`config.mk`:
```
export PLATFORM = sky130hd
export DESIGN_NAME = wb_regfile
export DESIGN_NICKNAME = d
export VERILOG_FILES = /design/src/rtl/wb_regfile_pkg.sv /design/src/rtl/wb_regfile_regfile.sv /design/src/rtl/wb_regfile.sv
export SDC_FILE = /design/constraint.sdc
export NUM_CORES = 2
export LEC_CHECK = 0
export BUFFER_PORTS_ARGS = -buffer_cell sky130_fd_sc_hd__buf_2
export CORE_MARGIN = 8
export CORE_UTILIZATION = 40
export CTS_BUF_LIST = sky130_fd_sc_hd__clkbuf_8
export CTS_CLUSTER_SIZE = 28
export DETAILED_ROUTE_END_ITERATION = 16
export GPL_ROUTABILITY_DRIVEN = 0
export PLACE_DENSITY_LB_ADDON = 0.12
export SLEW_MARGIN = 20
export SYNTH_ARGS = -nofsm -noshare
export SYNTH_HDL_FRONTEND = slang
export SYNTH_SLANG_ARGS = --single-unit
```
`constraint.sdc`:
```
create_clock -name iClk -period 3.4 [get_ports iClk]
set_input_delay 0.68 -clock iClk [delete_from_list [all_inputs] [get_ports iClk]]
set_output_delay 0.68 -clock iClk [all_outputs]
set_load 0.05 [all_outputs]
```
`src/rtl/wb_regfile_pkg.sv`:
```
// Shared types for the writeback stage: ME->WB pipeline register layout,
// writeback source select and RV32I load funct3 encodings.
package wb_regfile_pkg;

    typedef enum logic [1:0] {
        WB_ALU  = 2'd0,
        WB_LOAD = 2'd1,
        WB_PC4  = 2'd2
    } wb_sel_t;

    typedef struct packed {
        logic        valid;
        logic [4:0]  rd;
        logic        wb_en;
        wb_sel_t     wb_sel;
        logic [31:0] alu_res;
        logic [31:0] ld_data;
        logic [2:0]  ld_f3;
        logic [1:0]  addr_lo;
        logic [31:0] pc;
    } mem_wb_t;

    localparam logic [2:0] F3_LB  = 3'd0;
    localparam logic [2:0] F3_LH  = 3'd1;
    localparam logic [2:0] F3_LW  = 3'd2;
    localparam logic [2:0] F3_LBU = 3'd4;
    localparam logic [2:0] F3_LHU = 3'd5;

endpackage

```
`src/rtl/wb_regfile_regfile.sv`:
```
// Integer register array: two combinational read ports with write-first
// bypass, x0 hardwired to zero, synchronous clear.
module wb_regfile_regfile #(
    parameter int AddrWidth = 5,
    parameter int Width     = 32
) (
    input  logic                 iClk,
    input  logic                 iRst,
    input  logic                 iWrEn,
    input  logic [AddrWidth-1:0] iWrAddr,
    input  logic [Width-1:0]     iWrData,
    input  logic [AddrWidth-1:0] iAddrRs1,
    input  logic [AddrWidth-1:0] iAddrRs2,
    output logic [Width-1:0]     oRs1,
    output logic [Width-1:0]     oRs2
);

    localparam int unsigned NumRegs = 2 ** AddrWidth;

    logic [Width-1:0] mem [NumRegs];
    logic             wrLive;

    assign wrLive = iWrEn && (iWrAddr != '0);

    always_ff @(posedge iClk) begin
        if (iRst) begin
            for (int unsigned i = 0; i < NumRegs; i++) begin
                mem[i] <= '0;
            end
        end else if (wrLive) begin
            mem[iWrAddr] <= iWrData;
        end
    end

    always_comb begin
        oRs1 = '0;
        if (iAddrRs1 != '0) begin
            oRs1 = (wrLive && iWrAddr == iAddrRs1) ? iWrData : mem[iAddrRs1];
        end
    end

    always_comb begin
        oRs2 = '0;
        if (iAddrRs2 != '0) begin
            oRs2 = (wrLive && iWrAddr == iAddrRs2) ? iWrData : mem[iAddrRs2];
        end
    end

endmodule

```
`src/rtl/wb_regfile.sv`:
```
// RV32I writeback stage: load formatting, writeback select, commit control,
// retirement/cycle counters, and the integer register file.
module wb_regfile
    import wb_regfile_pkg::*;
#(
    parameter int RegAddrWidth = 5,
    parameter int RegWidth     = 32,
    parameter int CntWidth     = 64
) (
    input  logic                    iClk,
    input  logic                    iRst,
    input  logic                    iEn,
    input  logic                    iStall,
    input  mem_wb_t                 iME,
    input  logic [RegAddrWidth-1:0] iAddrRs1,
    input  logic [RegAddrWidth-1:0] iAddrRs2,
    output logic [RegWidth-1:0]     oRs1,
    output logic [RegWidth-1:0]     oRs2,
    output logic                    oRetire,
    output logic                    oMisalign,
    output logic [CntWidth-1:0]     oCycle,
    output logic [CntWidth-1:0]     oInstret
);

    logic [31:0] shifted;
    logic [31:0] loadVal;
    logic [31:0] wbVal;
    logic        misalign;
    logic        commit;
    logic        wrEn;

    assign shifted = iME.ld_data >> {iME.addr_lo, 3'b000};

    always_comb begin
        loadVal = iME.ld_data;
        case (iME.ld_f3)
            F3_LB:   loadVal = {{24{shifted[7]}}, shifted[7:0]};
            F3_LBU:  loadVal = {24'd0, shifted[7:0]};
            F3_LH:   loadVal = {{16{shifted[15]}}, shifted[15:0]};
            F3_LHU:  loadVal = {16'd0, shifted[15:0]};
            default: loadVal = iME.ld_data;
        endcase
    end

    // Reserved funct3 values behave as LW, so they share the word alignment rule.
    always_comb begin
        misalign = 1'b0;
        if (iME.valid && iME.wb_sel == WB_LOAD) begin
            case (iME.ld_f3)
                F3_LB, F3_LBU: misalign = 1'b0;
                F3_LH, F3_LHU: misalign = iME.addr_lo[0];
                default:       misalign = |iME.addr_lo;
            endcase
        end
    end

    always_comb begin
        wbVal = iME.alu_res;
        case (iME.wb_sel)
            WB_LOAD: wbVal = loadVal;
            WB_PC4:  wbVal = iME.pc + 32'd4;
            default: wbVal = iME.alu_res;
        endcase
    end

    assign commit = iEn && !iStall && !iRst && iME.valid && !misalign;
    assign wrEn   = commit && iME.wb_en;

    wb_regfile_regfile #(
        .AddrWidth(RegAddrWidth),
        .Width    (RegWidth)
    ) uRegfile (
        .iClk    (iClk),
        .iRst    (iRst),
        .iWrEn   (wrEn),
        .iWrAddr (iME.rd),
        .iWrData (wbVal),
        .iAddrRs1(iAddrRs1),
        .iAddrRs2(iAddrRs2),
        .oRs1    (oRs1),
        .oRs2    (oRs2)
    );

    always_ff @(posedge iClk) begin
        if (iRst) begin
            oCycle    <= '0;
            oInstret  <= '0;
            oRetire   <= 1'b0;
            oMisalign <= 1'b0;
        end else begin
            if (iEn) begin
                oCycle <= oCycle + CntWidth'(1);
            end
            if (commit) begin
                oInstret <= oInstret + CntWidth'(1);
            end
            oRetire   <= commit;
            oMisalign <= misalign && iEn && !iStall;
        end
    end

endmodule

```
==> out/summary.log <==
INFO  worst_setup_path critPathArrivalTime=3.07ns
INFO  sta            final_max_slew_viol_count=0
INFO  synthesis      synth_area_per_cell=13.6um2
INFO  synthesis      ys_ff_latch=1154
INFO  drt            routed_wire_length_per_instance=33.7um
INFO  synthesis      yosys.cell_types.count=69
INFO  synthesis      synth_sequential_area_ratio=55.8%
INFO  run            drv_cap=0
INFO  final_layout   final_core_utilization=51.0%
INFO  floorplan      ioPinCount=318
INFO  min_path       min_path_type=input pin to register
INFO  synthesis      post_synth_most_frequent_cells=nor2_1 (1145), edfxtp_1 (1024), mux4_2 (586)
INFO  drt            final_antenna_net_count=0
INFO  floorplan      coreArea=149000um2
INFO  floorplan      horiz_die_dim=403um
INFO  worst_setup_path endpoint_kind=output port
INFO  sta            fin_skew=0.0248ns
INFO  synthesis      synthesis.yosys.warnings=0
INFO  global_routing grt_use_total=29.2%
INFO  power          power_frac_seq=46.4%
INFO  run_status     status=finished, violations left
INFO  final_layout   nets=5280
INFO  worst_setup_path crit_family=multiplexers
INFO  synthesis      post-synth-top-area-fraction=51.4%
INFO  power          power.internal=25.2mW
INFO  power          power_density=464nW/um2
INFO  worst_setup_path timing.critical_path.slowest_stage_cell=mux4_2
INFO  floorplan      floorplan.initialDensity=40.1%
INFO  worst_setup_path worst_ep_required=2.72ns
INFO  clock_tree     clk_pin_slew_worst_setup_hold_paths=0.06ns
INFO  power          power.total=35.3mW
INFO  final_layout   final_layout_size_suffix_gt1_share=39.6%
INFO  drt            drt_drc=0
INFO  global_routing grt_max_degree=72
INFO  drt            drt_first_iter_violations=6132
INFO  final_layout   fillCellCount=12.7k
INFO  clock_tree     ctsHoldBuffers=0
INFO  global_routing vias_in_the_first_global_route=44.9k
INFO  clock_tree     htree_levels=4
INFO  clock_tree     worst_skew_pair.late_latency=0.93ns
INFO  worst_setup_path slowest_delay=0.56ns
INFO  power          ir_drop=0.000390V
INFO  run_status     violated_checks=setup timing
INFO  floorplan      row_count=142
INFO  clock_tree     cts_max_path_buffers=3
INFO  sta            worst_slew_pin_slew=0.989ns
INFO  sta            timing.final.crit_period=3.75ns
INFO  placed_design  dp_hpwl=158000um
INFO  power          p_clk_share=35.0%
INFO  sta            setup_ws=-0.349ns
INFO  global_routing grt-ovfl-total=0
INFO  sta            max_slew_margin=34.1%
INFO  worst_setup_path worstPathBufferInverterCount=2
INFO  worst_setup_path reg2reg_slack=0.83ns
INFO  clock_tree     cts_tree=yes
INFO  synthesis      number_of_flops_mapped_to_enable_cells_by_yosys=1024
INFO  final_layout   areaGrowthSynthToFinish=27.3%
INFO  sta            max_freq=0.267GHz
INFO  floorplan      die_outline_area=162000um2
INFO  sta            report.final.hold_viol_count=0
INFO  synthesis      post-synth-top-count-cell=nor2_1
INFO  worst_setup_path cp_common_cell=mux4_2
INFO  sta            finalSetupTns=-12.06ns
INFO  power          p_sw_share=28.7%
INFO  sta            rsz0062_at_grt=true
INFO  power          share_of_total_power_in_combinational_logic=18.6%
INFO  synthesis      async_reset_ff_share=0%
INFO  worst_setup_path cp-start-kind=register
INFO  sta            worst_hold_margin=0.152ns
INFO  drt            count_of_tritonroute_iterations_in_the_first_routing_pass=6
INFO  drt            detail_route.wirelength=244000um
INFO  synthesis      netlist_area=59800um2
INFO  sta            final.period_utilization=110%
INFO  floorplan      die_h=403um
INFO  power          leakagePower=27.1nW
INFO  drt            num_vias=45.3k
INFO  clock_tree     numClockSinks=1154
INFO  sta            finalSetupViolations=64
INFO  clock_tree     clk_root_buffer_cell=clkbuf_8
INFO  placed_design  buffer_ports.inserted=317
INFO  global_routing number_of_antenna_violations_at_the_first_check_in_global_routing=6
INFO  worst_setup_path critical_path_class=register to output port
INFO  synthesis      synthesized_netlist_cell_count=4399
INFO  worst_setup_path worstPathCellList=mux4_2, mux4_2, a221oi_4, buf_4, a21oi_4, buf_6
INFO  synthesis      yosys-top-cells-area=edfxtp_1 (51%), mux4_2 (22%), nor2_1 (7.2%), dfxtp_1 (4.4%), clkbuf_1 (1.8%)
INFO  global_routing grt_pass1_wl=340000um
INFO  power          switchingPower=10.1mW
INFO  worst_setup_path critical_path.max_fanout=2
INFO  clock_tree     cts-buffers-inserted=202
INFO  drt            drt-vias-per-instance=6.24
INFO  synthesis      yosys_most_used_dff=edfxtp_1
INFO  synthesis      synth_area_leader_cell=edfxtp_1
==> through the flow <==
stage	setup WS (ns)	cell area, um2	instances
2_1_floorplan	-0.159	60700	4430
3_3_place_gp	-0.970	70100	6854
3_5_place_dp	-0.592	70200	6855
4_1_cts	-0.449	75300	7231
5_1_grt	-0.425	76100	7257
6_report	-0.349	76100	7259
==> worst paths after layout <==
| kind | from | endpoint | cells after the start |
|---|---|---|---|
| max reg2reg | oInstret[24] | oInstret[53] | 6 |
| max | uRegfile.mem[21][22] | oRs1[22] | 6 |
| min | iEn | oCycle[0] | 4 |
| min reg2reg | oInstret[63] | oInstret[63] | 1 |
==> cells in the final DEF, fill, tap and decap left out, types with 50 or more instances in the layout <==
master	Yosys	routed
a21oi_1	104	50
buf_12	0	177
buf_2	77	239
buf_4	10	420
buf_6	0	71
clkbuf_8	0	212
clkinv_1	4	54
dfxtp_1	130	130
edfxtp_1	1024	1024
inv_1	32	89
mux2i_1	73	73
mux4_2	586	586
nand2_1	173	108
nand2_2	0	65
nand3_1	58	55
nor2_1	1145	1135
xnor2_1	76	73
xor2_1	62	61
==> worst register-to-register path, stage by stage (launching register included) <==
cell and delay, ns:
dfxtp_1 0.45, nand4_1 0.18, or4_1 0.68, or4_1 0.48, or4_1 0.45, xor2_1 0.15, nor2_1 0.05
==> registers in the layout, summed over array words and instances, names as in the netlist <==
register and count:
uRegfile.mem 1024, oMisalign 1, oInstret 64, oRetire 1, oCycle 64
==> kinds of logic (layout without fill, tap and decap cells) <==
group / Yosys count / in the layout / share of synthesized area (%)
AOI/OAI and AO/OA: 348 / 348 / 4.03
xor gates and xnor gates: 138 / 138 / 2.02
adders and majority gates: 5 / 5 / 0.105
buffers and inverters: 460 / 1342 / 3.11
DFF: 1154 / 1154 / 55.8
muxes: 665 / 665 / 23.4
other: 1 / 35 / 0.00627
and+or+nand+nor: 1628 / 1628 / 11.5
==> final cells by class <==
type	instances	area (um2)	share of cell area [%]
Antenna cell	3	7.51	0.00987
Clock buffer	212	2920	3.84
Clock inverter	153	866	1.14
Inverter	37	145	0.191
Multi-Input combinational cell	2816	27000	35.4
Sequential cell	1154	33400	43.8
Tap cell	1944	2430	3.20
Timing Repair Buffer	940	9390	12.3
==> power groups by stage <==
stage,sequential (mW),clock [mW],combinational [mW]
after global placement,16.6,0,6.01
after detailed placement,16.7,0,6.03
after floorplan,16.5,0,3.36
after global routing,16.5,13.1,6.76
after CTS,16.4,12.6,6.40
final,16.4,12.4,6.57
==> what timing repair did <==
item / CTS / global route
setup endpoints to repair: 64 / 64
resized for setup: 246 / 89
pin swaps: 105 / 46
gates cloned: 2 / 5
buffers inserted: 14 / 21
==> layer usage <==
metal  global-route usage, %  share of wire (%)  vias up
met2                    46.4                 46     2917
met5                       0             0.0053        -
met4                    10.6                4.0        2
met3                    7.94                 11      525
met1                    38.7                 38    23460
li1                        -                  -    18389
Note: power is estimated with default switching activity, not from simulation.
